<file path="src/rtl/door_fsm_timed.sv">
`default_nettype none
// ============================================================================
// Module      : door_fsm_timed
// Description : Automatic door controller with debounced presence input,
//               hold/motion timers, emergency stop and latched fault state.
// Revision    : 1.0 - initial release
// ============================================================================
module door_fsm_timed #(
    parameter int CNT_W        = 16,
    parameter int HOLD_CYCLES  = 1000,
    parameter int MOVE_TIMEOUT = 5000,
    parameter int DEB_CYCLES   = 4
) (
    input  logic       clk,
    input  logic       rst_n,
    input  logic       ena,
    input  logic       sen,
    input  logic       stop,
    input  logic       la,
    input  logic       lc,
    input  logic       fault_clr,
    output logic       motor_open,
    output logic       motor_close,
    output logic [2:0] state_o,
    output logic       fault
);

    // Parameter legality: timer compare values must be representable in CNT_W bits.
    generate
        if (CNT_W < 1) begin : g_bad_cnt_w
            $error("door_fsm_timed: CNT_W must be >= 1");
        end
        if (HOLD_CYCLES < 1 ||
            (CNT_W < 32 && longint'(HOLD_CYCLES) > ((longint'(1) << CNT_W) - 1))) begin : g_bad_hold
            $error("door_fsm_timed: HOLD_CYCLES out of range 1..2^CNT_W-1");
        end
        if (MOVE_TIMEOUT < 1 ||
            (CNT_W < 32 && longint'(MOVE_TIMEOUT) > ((longint'(1) << CNT_W) - 1))) begin : g_bad_move
            $error("door_fsm_timed: MOVE_TIMEOUT out of range 1..2^CNT_W-1");
        end
        if (DEB_CYCLES < 1) begin : g_bad_deb
            $error("door_fsm_timed: DEB_CYCLES must be >= 1");
        end
    endgenerate

    localparam int               c_DEB_W      = (DEB_CYCLES > 1) ? $clog2(DEB_CYCLES) : 1;
    localparam logic [c_DEB_W-1:0] c_DEB_LAST = c_DEB_W'(DEB_CYCLES - 1);
    localparam logic [CNT_W-1:0] c_HOLD_LAST  = CNT_W'(HOLD_CYCLES - 1);
    localparam logic [CNT_W-1:0] c_MOVE_LAST  = CNT_W'(MOVE_TIMEOUT - 1);
    localparam logic [CNT_W-1:0] c_TIMER_SAT  = {CNT_W{1'b1}};

    typedef enum logic [2:0] {
        S_CLOSED  = 3'd0,
        S_OPENING = 3'd1,
        S_OPEN    = 3'd2,
        S_CLOSING = 3'd3,
        S_ESTOP   = 3'd4,
        S_FAULT   = 3'd5
    } state_t;

    state_t               r_state;
    state_t               w_state_nxt;
    logic [CNT_W-1:0]     r_timer;
    logic [CNT_W-1:0]     w_timer_nxt;
    logic                 r_sen_deb;
    logic                 w_sen_deb_nxt;
    logic [c_DEB_W-1:0]   r_deb_cnt;
    logic [c_DEB_W-1:0]   w_deb_cnt_nxt;
    logic                 w_illegal;
    logic                 w_move_expired;

    // Codes 6 and 7 are the only encodings with both upper bits set.
    assign w_illegal      = r_state[2] & r_state[1];
    assign w_move_expired = (r_timer == c_MOVE_LAST);

    // Debouncer: count consecutive enabled cycles where sen disagrees with the
    // filtered value; any agreeing cycle restarts the count.
    always_comb begin
        w_sen_deb_nxt = r_sen_deb;
        w_deb_cnt_nxt = '0;
        if (sen != r_sen_deb) begin
            if (r_deb_cnt == c_DEB_LAST) begin
                w_sen_deb_nxt = sen;
            end else begin
                w_deb_cnt_nxt = r_deb_cnt + c_DEB_W'(1);
            end
        end
    end

    // Next state: stop first, then limit switch conflict, then per-state rules.
    always_comb begin
        w_state_nxt = r_state;
        if (w_illegal) begin
            w_state_nxt = S_FAULT;
        end else if (stop && (r_state != S_FAULT)) begin
            w_state_nxt = S_ESTOP;
        end else if (la && lc && (r_state != S_ESTOP) && (r_state != S_FAULT)) begin
            w_state_nxt = S_FAULT;
        end else begin
            case (r_state)
                S_CLOSED: begin
                    if (r_sen_deb) begin
                        w_state_nxt = S_OPENING;
                    end else if (!lc) begin
                        w_state_nxt = S_CLOSING;
                    end
                end
                S_OPENING: begin
                    if (la) begin
                        w_state_nxt = S_OPEN;
                    end else if (w_move_expired) begin
                        w_state_nxt = S_FAULT;
                    end
                end
                S_OPEN: begin
                    if (!r_sen_deb && (r_timer == c_HOLD_LAST)) begin
                        w_state_nxt = S_CLOSING;
                    end
                end
                S_CLOSING: begin
                    // Reaching the closed limit wins over a late reversal request.
                    if (lc) begin
                        w_state_nxt = S_CLOSED;
                    end else if (r_sen_deb) begin
                        w_state_nxt = S_OPENING;
                    end else if (w_move_expired) begin
                        w_state_nxt = S_FAULT;
                    end
                end
                S_ESTOP: begin
                    w_state_nxt = lc ? S_CLOSED : S_OPENING;
                end
                S_FAULT: begin
                    if (fault_clr && !stop) begin
                        w_state_nxt = S_CLOSED;
                    end
                end
                default: begin
                    w_state_nxt = S_FAULT;
                end
            endcase
        end
    end

    // Time-in-state counter; presence in OPEN keeps restarting the hold period.
    always_comb begin
        w_timer_nxt = r_timer;
        if (w_state_nxt != r_state) begin
            w_timer_nxt = '0;
        end else if ((r_state == S_OPEN) && r_sen_deb) begin
            w_timer_nxt = '0;
        end else if (r_timer != c_TIMER_SAT) begin
            w_timer_nxt = r_timer + CNT_W'(1);
        end
    end

    always_ff @(posedge clk or negedge rst_n) begin
        if (!rst_n) begin
            r_state   <= S_CLOSED;
            r_timer   <= '0;
            r_sen_deb <= 1'b0;
            r_deb_cnt <= '0;
        end else if (ena) begin
            r_state   <= w_state_nxt;
            r_timer   <= w_timer_nxt;
            r_sen_deb <= w_sen_deb_nxt;
            r_deb_cnt <= w_deb_cnt_nxt;
        end
    end

    assign motor_open  = (r_state == S_OPENING);
    assign motor_close = (r_state == S_CLOSING);
    assign fault       = (r_state == S_FAULT);
    assign state_o     = r_state;

endmodule
`default_nettype wire

</file>
<file path="config.mk">
export PLATFORM = sky130hd
export DESIGN_NAME = door_fsm_timed
export DESIGN_NICKNAME = d
export VERILOG_FILES = /design/src/rtl/door_fsm_timed.sv
export SDC_FILE = /design/constraint.sdc
export NUM_CORES = 1
export LEC_CHECK = 0
export ABC_AREA = 1
export BUFFER_PORTS_ARGS = -buffer_cell sky130_fd_sc_hd__clkbuf_2
export CAP_MARGIN = 30
export CORE_UTILIZATION = 54
export CTS_CLUSTER_DIAMETER = 80
export DETAILED_ROUTE_END_ITERATION = 16
export PLACE_DENSITY = 0.73
export REMOVE_ABC_BUFFERS = 1
export SLEW_MARGIN = 15
export SYNTH_ARGS = -nofsm -noshare
export SYNTH_HDL_FRONTEND = slang
export SYNTH_SLANG_ARGS = --single-unit
</file>
<file path="constraint.sdc">
create_clock -name clk -period 2.3 [get_ports clk]
set_clock_uncertainty 0.05 [all_clocks]
set_input_delay 0.46 -clock clk [delete_from_list [all_inputs] [get_ports clk]]
set_output_delay 0.46 -clock clk [all_outputs]
set_load 0.1 [all_outputs]
</file>
=== Word level (Yosys, flattened, before mapping) ===
Cells that the tools add are included.

* Reductions and logical operators: 13
* Muxes and demuxes: 18
* Bitwise gates (word level): 1
* Equal/unequal tests: 13
* $add $sub $neg: 2

{| class="wikitable"
|+ Operators by type and width
! kind !! number
|-
| $mux 16 || 3
|-
| $mux 3 || 11
|-
| $pmux 3 s6 || 1
|-
| $add 16x1->16 const B || 1
|-
| $eq 16x10->1 const B || 1
|-
| $eq 16x13->1 const B || 1
|-
| $ne 16x16->1 const B || 1
|-
| $logic_and 1x1->1 || 7
|-
| $eq 3x2->1 const B || 2
|-
| $eq 3x3->1 const B || 2
|-
| $ne 3x3->1 const B || 2
|-
| $mux 2 || 2
|-
| $eq 3x1->1 const B || 1
|-
| $logic_not 3->1 || 1
|-
| $ne 3x3->1 || 1
|-
| $reduce_and 3->1 || 1
|-
| $reduce_bool 3->1 || 1
|-
| $add 2x1->2 const B || 1
|-
| $eq 2x2->1 const B || 1
|-
| $logic_not 1->1 || 2
|-
| $reduce_and 2->1 || 1
|-
| $and 1x1->1 || 1
|-
| $mux 1 || 1
|-
| $ne 1x1->1 || 1
|}

* Bits of input ports: 8
* Logic and storage cells: 51
* Output and inout port bits: 6
* Register bits: 22

=== Longest topological paths before layout ===
Gate-level depths: netlist of the first run.

* Word-level depth: 11
* Depth in mapped cells: 17
* Mapped depth without buffers: 15

=== Least setup slack after synthesis of the first run ===
OpenSTA, ideal clock, no wires.

* Path type: flip-flop to flip-flop
* Start point: register r_state[0] (netlist: state_o[0])
* End point: register r_timer[11]
* Library setup time: 0.118 ns
* Path buffers: 1
* Data arrival time: 3.520 ns
* Period minus slack after synthesis: 3.688 ns
* Cell stages (with the launch flop): 13
* Required time: 2.132 ns
* Setup slack: -1.388 ns
* Path through: dfrtp_1 -> inv_2 -> nor3_2 -> nand2_1 -> o21ai_1 -> nand2_1 -> nand3_1 -> nand3_2 -> nor2_4 -> nand3_4 -> buf_2 -> nand3_1 -> nand2_1

* Elaborated cells on any way between the ends: 29
* Classes of those cells: eq/ne: 8; mux: 14; reduce/logical: 7

{| class="wikitable"
|+ RTL lines
! element !! line !! source
|-
| start, declared || 61 || <nowiki>state_t r_state;</nowiki>
|-
| start signal, assigned || 164 || <nowiki>r_state <= w_state_nxt;</nowiki>
|-
| $eq 3x1->1 * || n/a ||
|-
| via motor_open || 22 || <nowiki>output logic motor_open,</nowiki>
|-
| $pmux 3 s6 * || 100 || <nowiki>case (r_state)</nowiki>
|-
| $mux 3 * || 97 || <nowiki>end else if (la && lc && (r_state != S_ESTOP) && (r_state != S_FAULT)) begin</nowiki>
|-
| $mux 3 * || 95 || <nowiki>end else if (stop && (r_state != S_FAULT)) begin</nowiki>
|-
| $mux 3 * || 93 || <nowiki>if (w_illegal) begin</nowiki>
|-
| $ne 3x3->1 * || 148 || <nowiki>if (w_state_nxt != r_state) begin</nowiki>
|-
| $reduce_bool 3->1 (no source line) || n/a ||
|-
| $reduce_and 2->1 (no source line) || n/a ||
|-
| end signal, assigned || 165 || <nowiki>r_timer <= w_timer_nxt;</nowiki>
|-
| end, declared || 63 || <nowiki>logic [CNT_W-1:0] r_timer;</nowiki>
|}

The timed path passes the listed nets; every way through them passes the cells marked *.
A chain may end at the register's enable or synchronous reset.

=== Final worst setup path of the first run ===
* Start point: register r_timer[0]
* End point: register r_timer[12]

* Cells in the longest elaborated chain, start to end: 11
* Elaborated cells on any way between the ends: 20
* Classes of those cells: add/sub: 1; eq/ne: 4; mux: 12; reduce/logical: 3

{| class="wikitable"
|+ RTL lines
! element !! line !! source
|-
| $eq 16x13->1 || 74 || <nowiki>assign w_move_expired = (r_timer == c_MOVE_LAST);</nowiki>
|-
| $mux 3 || 111, 126 ||
|-
| $mux 3 || 124 || <nowiki>end else if (r_sen_deb) begin</nowiki>
|-
| $mux 3 || 122 || <nowiki>if (lc) begin</nowiki>
|-
| $pmux 3 s6 || 100 ||
|-
| $mux 3 || 97 ||
|-
| $mux 3 || 95 ||
|-
| $mux 3 || 93 ||
|-
| $ne 3x3->1 || 148 ||
|-
| $reduce_bool 3->1 (no source line) || n/a ||
|-
| $reduce_and 2->1 (no source line) || n/a ||
|}

Parallel ways exist; a longest one is shown, timed or not. The select of a mux whose other input is x is not followed.

==> qor.yml, run 1 <==
clocking:
  max-clock-path-buffers: 2
  cts_tree: "yes"
  h-tree-depth: 1
  cts_root_buf: "clkbuf_4"
  clock_sinks: 22
  cts_made_buffers: 3
  clkLatencyLatePin_ns: 0.32
  path_clk_slew_ns: 0.13
synthesis:
  synth-seq-cells: 22
  yosysWarnings: 0
  synthDistinctLibCells: 30
  synth-seq-area-share: 0.334
  synth_cells: 237
  syn_area_sq_um: 1650
  syn_area_per_cell_sq_um: 6.95
critical_path:
  endpoint_kind: "flip-flop"
  reg2reg_to: "r_timer[12]"
  critPathMaxStageDelay_ns: 0.41
  reg2reg_depth: 13
  critPathRequiredTime_ns: 2.46
  crit_path_start: "r_timer[0]"
  crit_path_frequent_cell: "nand2_1"
  crit_path_start_kind: "flip-flop"
  cp_cell_sequence: "ha_2, nand3_1, nor2_2, nand2_1, nand2_1, nand2_1, nand3_1, nand3_2, nor2_4, nand3_4, buf_4, nand3_1, nand2_1"
  crit_slowest_cell: "dfrtp_1"
  path_max_fanout: 6
  critical_path_class: "flip-flop to flip-flop"
  ff2ff_setup_slack_ns: 0.16
  crit_arrival_ns: 2.30
  reg2reg_from: "r_timer[0]"
detailed_routing:
  drtPass1Iterations: 10
  drt_iter0_drc: 90
  drc_errors: 4
  ant_nets: 0
  via_per_inst: 5.34
  num_vias: 1512
  routed_wl_um: 3590
  wl_per_cell_um: 12.7
sta:
  fmax_mhz: 468
  period_needed_ns: 2.14
  maxSlewHeadroom: 0.617
  maxSlewViolCount: 0
  hold_viol: 0
  finalCritPeriodShare: 0.929
  tns_ns: 0
  final-setup-viol-count: 0
  tightest_slew_ns: 0.575
die:
  die_w_um: 57.2
  num_rows: 19
  coreArea_sq_um: 2830
  die_area_sq_um: 3270
  fp.dieH_um: 57.2
  start_util: 0.582
  io_pins: 14
grt:
  overflow: 0
  antenna_found_initial: 0
  grt_pass1_vias: 1357
  grt_usage: 0.239
  grt_first_pass_wirelength_um: 6050
  grt_max_degree: 24
pwr:
  p_per_area_nw_per_um2: 860
  vdd_drop_max_mv: 0.498
  power_leakage_uw: 0.000886
final_layout:
  drive_gt1_frac: 0.218
  n_antenna_cell: 0
  fin_cells: 283
  area_growth_pct: 9.57
  nNetsFinal: 263
outcome:
  violations: "design-rule violations"
  status: "complete, but fails checks"
placed_design:
  gp_congestion: 0.869
  port_buffers: 13
  placedCellCount: 276
  hpwlAfterDp_um: 2570
worst_hold_path:
  hp-class: "input pin to asynchronous set/reset pin"
job:
  max_cap_violations: 0
-- what timing repair did --
item                                    CTS  global route
hold buffers                              0             0
resized for setup                         0             8
buffers inserted                          0             3
endpoints found under the setup margin    0            16
-- synthesized netlist by cell type (all sizes together) --
cell type,instances,area share
xor2,8,0.043
clkbuf,2,0.0046
and3,1,0.0038
nand2,73,0.19
nor3,7,0.024
nand4,7,0.027
mux2i,1,0.0061
dfrtp,22,0.33
xnor2,3,0.016
a21oi,1,0.0030
a22o,1,0.0053
o21ai,11,0.033
ha,2,0.015
and2,1,0.0038
buf,7,0.033
nor2,33,0.087
inv,22,0.050
nand3,35,0.12
-- logic make-up (layout without fill, tap and decap cells) --
family | after synthesis | after routing | share of synthesized area
AND/OR/NAND/NOR | 157 | 157 | 0.457
buffers and inverters | 31 | 46 | 0.0874
flip-flops | 22 | 22 | 0.334
AO/OA/AOI/OAI | 13 | 13 | 0.0418
XOR/XNOR | 11 | 11 | 0.0585
adder cells (fa/ha/maj) | 2 | 2 | 0.0152
multiplexers | 1 | 1 | 0.00608
-- worst max-delay path, delay by kind of cell, from the launching register on --
kind                       cells  cell delay, ns
and+or+nand+nor               11            1.15
buffers and inverters          1            0.20
adders and majority gates      1            0.22
DFF                            1            0.41
-- sequential cells by signal, summed over array words and instances, names as in the netlist --
signal,flops
r_timer,16
r_sen_deb,1
r_deb_cnt,2
state_o,3
-- worst max-delay path by stage --
stage | end | slack (ns)
after floorplan | r_timer[10] | -1.45
after global placement | r_timer[15] | 0.15
after detailed placement | r_timer[1] | 0.05
after CTS | r_timer[1] | 0.02
after global routing | r_timer[12] | -0.01
final | r_timer[12] | 0.16
-- metrics by stage --
step,setup WS [ns],instance area (sq um),hold WS [ns],total power [uW],utilization
finish,0.162,1800,0.0494,1550,0.638
floorplan,-1.45,1590,0.114,1120,-
global placement,0.147,1720,0.418,1280,0.608
CTS,0.0225,1760,0.0651,1510,0.621
global route,-0.0112,1800,0.0883,1650,0.638
detailed placement,0.0480,1720,0.435,1290,0.608
-- final cells by class --
cell class	instances	area, sq um
timing repair buffer	20	118
sequential	22	554
fill	241	1020
tap	31	38.8
clock buffer	4	36.3
multi-input combinational	184	975
inverter	22	82.6
-- cell usage in the layout (no fill, tap or decap), types with 6 or more instances in the layout --
master    instances
nand2_1          59
nand3_1          32
nor2_1           28
inv_1            19
dfrtp_1          19
clkbuf_2         13
nand2_2          12
o21ai_0          10
xor2_1            8
nand4_1           7
buf_4             7
nor3_1            6
-- power by group --
group | switching (uW) | internal [uW]
sequential | 85.0 | 443
clock | 125 | 96.8
combinational | 596 | 204
-- routing by layer --
metal  GRT usage  vias up  wire length, um
met1       0.349      683             1840
li1            -      792                -
met3      0.0431        5              121
met5           0        -                0
met2       0.345       32             1590
met4       0.111        0               42
Power figures use the tool's default switching activity.
==> inputs of run 2 (changes only) <==
--- a/config.mk
+++ b/config.mk
@@ -9,6 +9,7 @@
 export BUFFER_PORTS_ARGS = -buffer_cell sky130_fd_sc_hd__clkbuf_2
 export CAP_MARGIN = 30
 export CORE_UTILIZATION = 54
+export CTS_BUF_LIST = sky130_fd_sc_hd__clkbuf_4
 export CTS_CLUSTER_DIAMETER = 80
 export DETAILED_ROUTE_END_ITERATION = 16
 export PLACE_DENSITY = 0.73
==> run 2 against run 1 <==
Compared with the run above:
- the run still ends with design-rule violations left
- global-route usage rose by 0.096 points
- cell count did not move
- clock power fell by 15%
- critical path type unchanged
- highest routed layer unchanged
==> qor.yml, run 2 (synthesis gave the netlist of run 1 again) <==
outcome:
  status: "complete, but fails checks"
  violations: "design-rule violations"
clocking:
  cts_made_buffers: 3  # unchanged
  postCtsHoldBufs: 0  # unchanged
  clock_sinks: 22  # unchanged
  cts_tree: "yes"
  clkLatencyLatePin_ns: 0.32  # about the same
  h-tree-depth: 1  # unchanged
  max-clock-path-buffers: 2  # unchanged
  cts_root_buf: "clkbuf_4"
  path_clk_slew_ns: 0.13  # about the same
placed_design:
  port_buffers: 13  # unchanged
  dp_slack_ns: 0.0480  # unchanged
  dpl_cell_area_sq_um: 1720  # unchanged
  gp_congestion: 0.869  # unchanged
  hpwlAfterDp_um: 2570  # unchanged
die:
  fp.dieH_um: 57.2  # unchanged
  die_w_um: 57.2  # unchanged
  coreArea_sq_um: 2830  # unchanged
  io_pins: 14  # unchanged
  start_util: 0.582  # unchanged
  num_rows: 19  # unchanged
  die_area_sq_um: 3270  # unchanged
grt:
  grt_usage: 0.240  # +0.000965
  overflow: 0  # unchanged
  grt_max_degree: 24  # unchanged
  grt_first_pass_wirelength_um: 6080  # +0.45%
  antenna_found_initial: 0  # unchanged
  grt_pass1_vias: 1359  # +0.15%
critical_path:
  critPathMaxStageDelay_ns: 0.41  # about the same
  critical_path_class: "flip-flop to flip-flop"
  crit_slowest_cell: "dfrtp_1"
  path_delay_family: "simple AND/OR/NAND/NOR gates"
  endpoint_kind: "flip-flop"
  critPathRequiredTime_ns: 2.46  # about the same
  crit_path_frequent_cell: "nand2_1"
  crit_arrival_ns: 2.32  # +0.02 ns
  critPathBufInv: 1  # unchanged
  cp_cell_sequence: "ha_2, nand3_1, nor2_2, nand2_1, nand2_1, nand2_1, nand3_1, nand3_2, nor2_4, nand3_4, buf_4, nand3_1, nand2_1"
  path_max_fanout: 6  # unchanged
  crit_path_start_kind: "flip-flop"
detailed_routing:
  num_vias: 1520  # +0.53%
  drtPass1Iterations: 10  # unchanged
  via_per_inst: 5.37  # +0.53%
  wl_per_cell_um: 12.7  # +0.11%
  routed_wl_um: 3600  # +0.11%
  drc_errors: 4  # unchanged
  ant_nets: 0  # unchanged
  drt_iter0_drc: 85  # -5.6%
final_layout:
  drive_gt1_frac: 0.210  # -0.00794
  largest_reg_flops: 16  # unchanged
  largest-register: "r_timer"
  final_cell_area_sq_um: 1790  # -0.76%
  mostFrequentLayoutCells: "59 x nand2_1, 32 x nand3_1, 28 x nor2_1"
  area_growth_pct: 8.74
  final_common_cell: "nand2_1"
  fillers: 246  # +2.1%
  nNetsFinal: 263  # unchanged
  n_antenna_cell: 0  # unchanged
sta:
  finalCritPeriodShare: 0.938  # +0.00859
  hold_viol: 0  # unchanged
  setup_ws_ns: 0.143  # -0.0198 ns
  final-setup-viol-count: 0  # unchanged
  tns_ns: 0  # unchanged
  maxSlewViolCount: 0  # unchanged
  fmax_mhz: 464  # -0.92%
  period_needed_ns: 2.16  # +0.0198 ns
  tightest_slew_ns: 0.567  # -0.00783 ns
  maxSlewHeadroom: 0.622  # +0.00522
pwr:
  internal_power_uw: 709  # -4.6%
  power_frac_comb: 0.526  # +0.010
  power.total_uw: 1510  # -2.5%
  switchingPower_uw: 802  # -0.59%
  power_leakage_uw: 0.000881  # -0.59%
  power_switching_share: 0.531  # +0.0104
  seqPwrFrac: 0.349  # +0.009
  p_per_area_nw_per_um2: 844  # -1.8%
  vdd_drop_max_mv: 0.489  # -1.9%
  pwr-share-clk: 0.124  # -0.019
job:
  max_cap_violations: 0  # unchanged
worst_hold_path:
  hp-class: "input pin to asynchronous set/reset pin"
## run 2: cell types whose count changed in the layout (fill, tap and decap cells not counted), sizes merged
cell,delta
clkinv,+1
clkbuf,-1
## run 2: path summary, 6_finish.rpt
kind	endpoint	cells past startpoint	slack, ns	startpoint
min	r_timer[9]	1	0.05	rst_n
max reg2reg	r_timer[12]	13	0.14	r_timer[0]
max in group asynchronous	state_o[2]	1	1.73	rst_n
min in group clk	r_sen_deb	3	0.33	sen
max	r_timer[12]	13	0.14	r_timer[0]
min reg2reg	r_deb_cnt[1]	2	0.47	r_deb_cnt[1]
## run 2: metal layers
layer	routed length (um)	vias to the layer above	GRT usage	share of wire
met3	166	5	0.0431	0.046
met1	1810	682	0.352	0.50
li1	-	792	-	-
met2	1580	41	0.345	0.44
met5	0	-	0	0
met4	43	0	0.111	0.012
## run 2: area by class of cell
cell class,count,area [sq um],area share
Multi-Input combinational cell,184,971,0.542
Sequential cell,22,554,0.310
Timing Repair Buffer,20,118,0.0657
Inverter,22,82.6,0.0461
Tap cell,31,38.8,0.0217
Clock buffer,3,22.5,0.0126
Clock inverter,1,3.75,0.00210
## run 2: per-stage QoR
stage,util,cells,hold slack (ns)
floorplan,-,228,0.114
global placement,0.608,276,0.418
detailed placement,0.608,276,0.435
CTS,0.617,280,0.0651
global route,0.633,283,0.0883
finish,0.633,283,0.0485
## run 2: what timing repair did
action	4_1_cts	5_1_grt
hold endpoints to repair	0	0
setup endpoints to repair	0	16
buffers inserted	0	3
gates resized for setup	0	7
## run 2: power groups by stage
| stage | combinational (uW) | clock (uW) | sequential, uW |
|---|---|---|---|
| after floorplan | 477 | 0 | 647 |
| after global placement | 754 | 0 | 528 |
| after detailed placement | 757 | 0 | 529 |
| after CTS | 758 | 196 | 521 |
| after global routing | 869 | 210 | 534 |
| final | 796 | 188 | 528 |
